<file path="src/rtl/keypad_scanner_hist.sv">
// Matrix keypad scanner: one-cold column drive, synchronised active-low rows, press/release
// debounce, multi-key rejection and a DEPTH-entry shift register of captured key codes.
module keypad_scanner_hist #(
   parameter int  NUM_ROWS        = 4,
   parameter int  NUM_COLS        = 4,
   parameter int  SCAN_DWELL      = 4,
   parameter int  DEBOUNCE_CYCLES = 128,
   parameter int  DEPTH           = 2,
   localparam int KW              = $clog2(NUM_ROWS * NUM_COLS)
) (
   input  logic                Clk,
   input  logic                Reset,
   input  logic [NUM_ROWS-1:0] Rows,
   input  logic                Clear,
   output logic [NUM_COLS-1:0] Cols,
   output logic [DEPTH*KW-1:0] Keys,
   output logic                KeyValid,
   output logic                KeyErr,
   output logic                KeyDown
);

   localparam int MAXC = (SCAN_DWELL > DEBOUNCE_CYCLES) ? SCAN_DWELL : DEBOUNCE_CYCLES;
   localparam int CW   = $clog2(MAXC) + 1;
   localparam int CIW  = $clog2(NUM_COLS);
   localparam int RIW  = $clog2(NUM_ROWS);
   localparam int LCW  = $clog2(NUM_ROWS + 1);

   localparam logic [2:0] ST_SCAN     = 3'd0;
   localparam logic [2:0] ST_DEBOUNCE = 3'd1;
   localparam logic [2:0] ST_CAPTURE  = 3'd2;
   localparam logic [2:0] ST_HOLD     = 3'd3;
   localparam logic [2:0] ST_RELEASE  = 3'd4;

   localparam logic [CW-1:0]  DWELL_LAST = CW'(SCAN_DWELL - 1);
   localparam logic [CW-1:0]  DEB_LAST   = CW'(DEBOUNCE_CYCLES - 1);
   localparam logic [CIW-1:0] COL_LAST   = CIW'(NUM_COLS - 1);

   logic [NUM_ROWS-1:0] row_s1_q, row_s1_d;
   logic [NUM_ROWS-1:0] row_s2_q, row_s2_d;
   logic [2:0]          state_q, state_d;
   logic [CIW-1:0]      col_q, col_d;
   logic [NUM_COLS-1:0] cols_q, cols_d;
   logic [CW-1:0]       dwell_q, dwell_d;
   logic [CW-1:0]       cnt_q, cnt_d;
   logic [DEPTH*KW-1:0] keys_q, keys_d;
   logic                key_valid_q, key_valid_d;
   logic                key_err_q, key_err_d;
   logic                key_down_q, key_down_d;

   logic                pressed_s;
   logic                onehot_s;
   logic                shift_s;
   logic [LCW-1:0]      low_cnt_s;
   logic [RIW-1:0]      row_idx_s;
   logic [KW-1:0]       code_s;
   logic [CIW-1:0]      col_next_s;

   assign row_s1_d = Rows;
   assign row_s2_d = row_s1_q;

   // Count low rows and remember which one; only meaningful when exactly one is low.
   always_comb begin
      low_cnt_s = {LCW{1'b0}};
      row_idx_s = {RIW{1'b0}};
      for (int r = 0; r < NUM_ROWS; r++) begin
         low_cnt_s = low_cnt_s + (row_s2_q[r] ? LCW'(0) : LCW'(1));
         row_idx_s = row_s2_q[r] ? row_idx_s : RIW'(r);
      end
   end

   assign pressed_s  = ~&row_s2_q;
   assign onehot_s   = (low_cnt_s == LCW'(1));
   assign code_s     = KW'(int'(row_idx_s) * NUM_COLS + int'(col_q));
   assign col_next_s = (col_q == COL_LAST) ? {CIW{1'b0}} : col_q + CIW'(1);

   // Scan / debounce / capture / hold / release sequencing.
   always_comb begin
      state_d     = state_q;
      col_d       = col_q;
      dwell_d     = dwell_q;
      cnt_d       = cnt_q;
      key_valid_d = 1'b0;
      key_err_d   = 1'b0;
      shift_s     = 1'b0;
      case (state_q)
         ST_SCAN: begin
            if (dwell_q == DWELL_LAST) begin
               dwell_d = {CW{1'b0}};
               if (pressed_s) begin
                  state_d = ST_DEBOUNCE;
                  cnt_d   = {CW{1'b0}};
               end else begin
                  col_d   = col_next_s;
               end
            end else begin
               dwell_d = dwell_q + CW'(1);
            end
         end
         ST_DEBOUNCE: begin
            if (!pressed_s) begin
               state_d = ST_SCAN;
               dwell_d = {CW{1'b0}};
               cnt_d   = {CW{1'b0}};
            end else if (cnt_q == DEB_LAST) begin
               state_d = ST_CAPTURE;
               cnt_d   = {CW{1'b0}};
            end else begin
               cnt_d   = cnt_q + CW'(1);
            end
         end
         ST_CAPTURE: begin
            state_d = ST_HOLD;
            if (onehot_s) begin
               shift_s     = 1'b1;
               key_valid_d = 1'b1;
            end else begin
               key_err_d   = 1'b1;
            end
         end
         ST_HOLD: begin
            if (!pressed_s) begin
               state_d = ST_RELEASE;
               cnt_d   = {CW{1'b0}};
            end else begin
               state_d = ST_HOLD;
            end
         end
         ST_RELEASE: begin
            if (pressed_s) begin
               state_d = ST_HOLD;
               cnt_d   = {CW{1'b0}};
            end else if (cnt_q == DEB_LAST) begin
               state_d = ST_SCAN;
               col_d   = col_next_s;
               dwell_d = {CW{1'b0}};
               cnt_d   = {CW{1'b0}};
            end else begin
               cnt_d   = cnt_q + CW'(1);
            end
         end
         default: begin
            // Corrupted state: restart scanning but keep the history.
            state_d = ST_SCAN;
            col_d   = {CIW{1'b0}};
            dwell_d = {CW{1'b0}};
            cnt_d   = {CW{1'b0}};
         end
      endcase
      key_down_d = (state_d == ST_CAPTURE) || (state_d == ST_HOLD) || (state_d == ST_RELEASE);
   end

   // One-cold column pattern registered alongside the column index.
   always_comb begin
      cols_d = {NUM_COLS{1'b1}};
      for (int c = 0; c < NUM_COLS; c++) begin
         cols_d[c] = (col_d != CIW'(c));
      end
   end

   // History shift; Clear empties older entries even when a code is shifted in.
   always_comb begin
      keys_d = keys_q;
      if (shift_s) begin
         for (int i = DEPTH - 1; i > 0; i--) begin
            keys_d[i*KW +: KW] = Clear ? {KW{1'b0}} : keys_q[(i-1)*KW +: KW];
         end
         keys_d[KW-1:0] = code_s;
      end else if (Clear) begin
         keys_d = {(DEPTH*KW){1'b0}};
      end else begin
         keys_d = keys_q;
      end
   end

   // Row synchroniser flops, reset to the idle (all high) level.
   always_ff @(posedge Clk or posedge Reset) begin
      if (Reset) begin
         row_s1_q <= {NUM_ROWS{1'b1}};
         row_s2_q <= {NUM_ROWS{1'b1}};
      end else begin
         row_s1_q <= row_s1_d;
         row_s2_q <= row_s2_d;
      end
   end

   // Control state, counters, history and registered outputs.
   always_ff @(posedge Clk or posedge Reset) begin
      if (Reset) begin
         state_q     <= ST_SCAN;
         col_q       <= {CIW{1'b0}};
         cols_q      <= {{(NUM_COLS-1){1'b1}}, 1'b0};
         dwell_q     <= {CW{1'b0}};
         cnt_q       <= {CW{1'b0}};
         keys_q      <= {(DEPTH*KW){1'b0}};
         key_valid_q <= 1'b0;
         key_err_q   <= 1'b0;
         key_down_q  <= 1'b0;
      end else begin
         state_q     <= state_d;
         col_q       <= col_d;
         cols_q      <= cols_d;
         dwell_q     <= dwell_d;
         cnt_q       <= cnt_d;
         keys_q      <= keys_d;
         key_valid_q <= key_valid_d;
         key_err_q   <= key_err_d;
         key_down_q  <= key_down_d;
      end
   end

   assign Cols     = cols_q;
   assign Keys     = keys_q;
   assign KeyValid = key_valid_q;
   assign KeyErr   = key_err_q;
   assign KeyDown  = key_down_q;

endmodule
</file>
<file path="config.mk">
export PLATFORM = sky130hd
export DESIGN_NAME = keypad_scanner_hist
export DESIGN_NICKNAME = d
export VERILOG_FILES = /design/src/rtl/keypad_scanner_hist.sv
export SDC_FILE = /design/constraint.sdc
export NUM_CORES = 1
export LEC_CHECK = 0
export CORE_UTILIZATION = 58
export CTS_BUF_LIST = sky130_fd_sc_hd__clkbuf_2
export CTS_CLUSTER_SIZE = 14
export DETAILED_ROUTE_END_ITERATION = 10
export PLACE_DENSITY = 0.81
export RECOVER_POWER = 100
export REMOVE_ABC_BUFFERS = 1
export SLEW_MARGIN = 15
export SYNTH_ARGS = -nofsm -noshare
export SYNTH_HDL_FRONTEND = slang
export SYNTH_SLANG_ARGS = --single-unit
</file>
<file path="constraint.sdc">
create_clock -name Clk -period 3.1 [get_ports Clk]
set_clock_uncertainty 0.15 [all_clocks]
set_input_delay 0.465 -clock Clk [delete_from_list [all_inputs] [get_ports Clk]]
set_output_delay 0.465 -clock Clk [all_outputs]
set_load 0.01 [all_outputs]
</file>
# Word level (Yosys, flattened, before mapping)
# Cells that the tools add are included.
# W data, S select, Z words.
[op_classes] add_sub_neg=7 n_eq_ne=20 mux=39 bitwise=2 reduce_logical=10
[ops] cell="$mux W8" n=11
[ops] cell="$pmux W8 S5" n=1
[ops] cell="$pmux W8 S4" n=1
[ops] cell="$mux W3" n=7
[ops] cell="$add A8 B1 Y8 const B" n=2
[ops] cell="$ne A2 B2 Y1 const B" n=8
[ops] cell="$pmux W3 S5" n=1
[ops] cell="$mux W2" n=7
[ops] cell="$eq A3 B2 Y1 const B" n=4
[ops] cell="$reduce_and A4 Y1" n=3
[ops] cell="$mux W1" n=9
[ops] cell="$eq A8 B2 Y1 const B" n=1
[ops] cell="$eq A8 B7 Y1 const B" n=1
[ops] cell="$eq A3 B1 Y1 const B" n=2
[ops] cell="$eq A3 B3 Y1 const B" n=2
[ops] cell="$pmux W2 S3" n=1
[ops] cell="$add A4 B2 Y4" n=1
[ops] cell="$mux W4" n=1
[ops] cell="$reduce_bool A2 Y1" n=2
[ops] cell="$add A2 B1 Y3" n=1
[ops] cell="$add A3 B1 Y3" n=1
[ops] cell="$logic_not A3 Y1" n=1
[ops] cell="$reduce_or A3 Y1" n=1
[ops] cell="$add A1 B1 Y2" n=1
[ops] cell="other kinds (6)" n=8
[totals] ff_bits=44 in_bits=7 out_inout_bits=15 elab_cells=89

# Depth between registers and ports, before layout
[depth] word_depth=8 depth_mapped=8

# Least setup slack after synthesis
# Ideal clock, no wire load.
[synth_timing] path_type="reg2reg" startpoint="register row_s2_q[3]" endpoint="register keys_q[0], in the netlist Keys[0]" setup_time_ns=0.120 arrival_ns=2.275 path_slack_ns=0.555 path_stages_with_launch=8 synth_period_minus_slack_ns=2.545 cell_sequence="dfstp_2 > fa_1 > inv_1 > ha_1 > ha_1 > nor3b_1 > nand2_1 > a31o_2"
[synth_between] elab_chain_cells=6 elab_cells_between_ends=7 cone_classes="1 x add/sub; 1 x eq/ne; 4 x mux; 1 x reduce/logical"
[synth_rtl] element="from (decl)" line="39" text="logic [NUM_ROWS-1:0] row_s2_q, row_s2_d;"
[synth_rtl] element="from (signal assigned)" line="179" text="row_s2_q <= {NUM_ROWS{1'b1}};"
[synth_rtl] element="from (signal assigned)" line="182" text="row_s2_q <= row_s2_d;"
[synth_rtl] element="$mux W1 *" line="66" text="low_cnt_s = low_cnt_s + (row_s2_q[r] ? LCW'(0) : LCW'(1));"
[synth_rtl] element="$add A3 B1 Y3 *" line="66"
[synth_rtl] element="$eq A3 B1 Y1 *" line="72" text="assign onehot_s = (low_cnt_s == LCW'(1));"
[synth_rtl] element="$mux W1 *" line="113" text="if (onehot_s) begin"
[synth_rtl] element="$mux W1 *" line="85" text="case (state_q)"
[synth_rtl] element="$mux W8 / $reduce_bool A2 Y1 (equally long branches)"
[synth_rtl] element="to (signal assigned)" line="194" text="keys_q <= {(DEPTH*KW){1'b0}};"
[synth_rtl] element="to (signal assigned)" line="204" text="keys_q <= keys_d;"
[synth_rtl] element="to (decl)" line="45" text="logic [DEPTH*KW-1:0] keys_q, keys_d;"
# Mark *: on every way between the ends. The rest lies on a longest branch, timed or not.
# A chain may end at the register's enable or synchronous reset.

# Worst setup path after layout
[layout_timing] startpoint="register row_s2_q[1]" endpoint="register keys_q[1], in the netlist Keys[1]"
[layout_between] elab_chain_cells=8 elab_cells_between_ends=9 cone_classes="3 x add/sub; 1 x eq/ne; 4 x mux; 1 x reduce/logical"
[layout_rtl] element="$mux W1 *" line="66"
[layout_rtl] element="$add A1 B1 Y2 *" line="66"
[layout_rtl] element="$add A2 B1 Y3 *" line="66"
[layout_rtl] element="$add A3 B1 Y3 *" line="66"
[layout_rtl] element="$eq A3 B1 Y1 *" line="72"
[layout_rtl] element="$mux W1 *" line="113"
[layout_rtl] element="$mux W1 *" line="85"
[layout_rtl] element="$mux W8 / $reduce_bool A2 Y1 (equally long branches)"
# Marked as above.

==> parameters.txt <==
Parameter                              Value

Routing
  Via count    1609
  Wirelength, routed    3.927 mm
  Iteration-0 DRC Markers    86
  Wire length per cell after detailed routing    14.54 um
  Drt drc    0
  Average vias per placed instance    5.959
  First drt pass iteration count    4
  Antenna-violating nets left    0

Clock tree
  Maximum root-to-sink buffer count    2
  Clock root cell    clkbuf_2
  H-tree Lvls    2
  Cts repair resizes    0
  Cts-stage hold buffer count    0
  Skew-Pair Late Insertion Delay    0.41 ns
  Postcts setup bufs    0
  TritonCTS Sinks    44
  Clock tree from TritonCTS    yes
  TritonCTS Buffers    5
  Post-CTS clock slew at the launch and capture registers of the worst setup and hold paths    0.21 ns

Yosys
  Syn avg cell area    10.75 um2
  Netlist cell types    48
  Top_reg_cell synth    dfrtp_1
  Total of flip-flops plus latches after synthesis    44
  Number of enable flip-flop cells after synthesis    0
  Register area share after synthesis    0.5211
  Post-synthesis instance area    2140 um2
  Proportion of netlist area held by the largest area contributor    0.3860
  Dominant cells by area after synthesis    dfrtp_1, dfstp_2, o21ai_0, ha_1, mux2i_1
  Post-synthesis instance total    199
  Syn. warnings    0
  Count leader, synth    dfrtp_1
  Cell types with the highest counts after synthesis    dfrtp_1, o21ai_0, nand2_1, nor2_1, dfstp_2
  Cell taking the most area after synthesis    dfrtp_1
  Fraction of synthesis flops using an asynchronous set or reset pin    1.000

Setup path
  Cell with the largest stage delay on the worst path    dfstp_1
  Critical-path maximum fanout    10
  Data required time of the worst path    3.27 ns
  Cell count of the worst reg-to-reg path    7
  Critical Setup Path Class    reg2reg
  Worst path buffer plus inverter count    1
  End of the worst register-to-register path    Keys[1]
  Worst flop-to-flop path startpoint    row_s2_q[1]
  Cell mode on critical path    ha_1
  Cell breakdown of the critical path    fa_1, inv_1, ha_1, ha_1, nor3b_1, nand2_1, a31o_2
  Worst Setup Start Kind    flip-flop
  Gate family responsible for the most delay along the worst path    simple AND/OR/NAND/NOR gates
  Crit path largest cell delay    0.62 ns
  Reg2reg setup slack    0.29 ns
  Data arrival time of the worst path    2.98 ns
  Worst Setup End Kind    flip-flop

Pwr
  Switching part of the total power    0.3415
  Clock share of power    0.213
  Cell Int Power    990.9 uW
  Leakage Power    0.001155 uW
  Pwr Total    1505 uW
  Reg power frac    0.496
  Logic gate share of total power    0.291
  Worst IR Drop VDD    448.1 uV
  P per Cell Area    617.8 nW/um2
  Total net switching power    514.0 uW

Floorplanning
  I/O Pins    22
  Die width    62.74 um
  Std cell rows    21
  Die extent in y    62.74 um
  Core box area    3442 um2
  Die area    3936 um2
  Initial Utilization    0.6216

Global routing
  GRT Overall Usage    0.2262
  Number of global-route vias before repair    1589
  Overflow left after global routing    0
  Initial antenna violation count    0
  Pin count of the biggest net entering global routing    45
  Global-route wire length before repair    6.969 mm

STA
  Count of final setup violators    0
  Hold_ws    0.2197 ns
  Final cycle utilization of the critical path    0.9060
  Maximum clock rate    356.1 MHz
  Setup repair after global routing missed its margin    false
  Max Slew Vio Count    0
  Final critical-path required period    2.809 ns
  Aggregate negative setup slack    0 ns
  Worst Tran Pin Value    1.023 ns
  Tightest slew margin relative to the limit    0.3178
  Number of failing hold endpoints at the final stage    0

Cells and area
  Number of antenna repair diodes    0
  P&R area growth vs syn    13.86%
  Share of post-route cells with drive strength above 1    0.1563
  Final nets    237

Outcome
  Result of the run    complete, no violations

Min path
  Hold worst-path end    row_s2_q[1]
  Classification of the worst-slack hold path    reg2reg
  Number of instances on the worst hold path    0
  Hold Path Origin    row_s1_q[1]

Placement
  HPWL reported at the end of detailed placement    2.852 mm
  Final weighted congestion in routability-driven placement    0.8086
  Buffers added on ports    21

Job
  # Max-Cap Violations    0
-- kinds of logic after synthesis --
family | count (synthesis) | synth area share
muxes | 7 | 0.03333
and+or+nand+nor | 68 | 0.1789
adders and majority gates | 7 | 0.04444
xor gates and xnor gates | 3 | 0.01228
AOI/OAI and AO/OA | 54 | 0.1795
DFF | 44 | 0.5211
buffers and inverters | 16 | 0.03041
-- worst max-delay path by stage --
stage               cells after the start   startpoint       to  slack (ns)
finish                                  7  row_s2_q[1]  Keys[1]        0.29
global route                            8  row_s2_q[1]  Keys[4]        0.13
CTS                                     7  row_s2_q[3]  Keys[2]        0.30
detailed placement                      7  row_s2_q[3]  Keys[2]        0.32
global placement                        7  row_s2_q[3]  Keys[3]        0.45
floorplan                               7  row_s2_q[3]  Keys[0]        0.56
-- power by group through the flow --
stage          combinational [uW]  sequential (uW)  clock (uW)
2_1_floorplan                 324              741           0
3_3_place_gp                  421              750           0
3_5_place_dp                  452              757           0
4_1_cts                       455              747         329
5_1_grt                       489              761         354
6_report                      438              747         320
-- flip-flops by register name, summed over array words and instances, names as in the netlist --
signal	cells
Cols	4
state_q	3
Keys	8
KeyDown	1
dwell_q	8
KeyValid	1
KeyErr	1
cnt_q	8
row_s2_q	4
col_q	2
row_s1_q	4
-- cell usage in the layout (no fill, tap or decap), types with 7 or more instances in the layout --
cell type      instances
inv_1                 10
a21oi_1                7
dfrtp_1               33
and3_1                 9
dfstp_2               10
nor2_1                13
clkbuf_2               7
dlygate4sd3_1         20
nand2_1               14
o21ai_0               16
-- stage by stage --
stage,std cells,area (um2),utilization,setup WS [ns]
after global routing,270,2436,0.7077,0.1269
final,270,2436,0.7077,0.2914
after detailed placement,262,2395,0.6957,0.3237
after global placement,262,2395,0.6957,0.4514
after CTS,270,2460,0.7146,0.2970
after floorplan,193,2112,-,0.5550
-- metal layers --
layer	vias to the layer above	part of all wire	track usage
met5	-	0	0
met4	0	0.018	0.09302
met3	9	0.045	0.05474
met2	42	0.50	0.3723
met1	791	0.44	0.2855
li1	767	-	-
-- final cells by class --
type                       instances  area, um2
inverter                          10      37.54
fill                             259       1006
clock buffer                       6      30.03
timing repair buffer              23      222.7
sequential                        44       1115
multi-input combinational        139      938.4
clock inverter                     2      35.03
tap                               46      57.56
(Power assumes the default switching activity.)
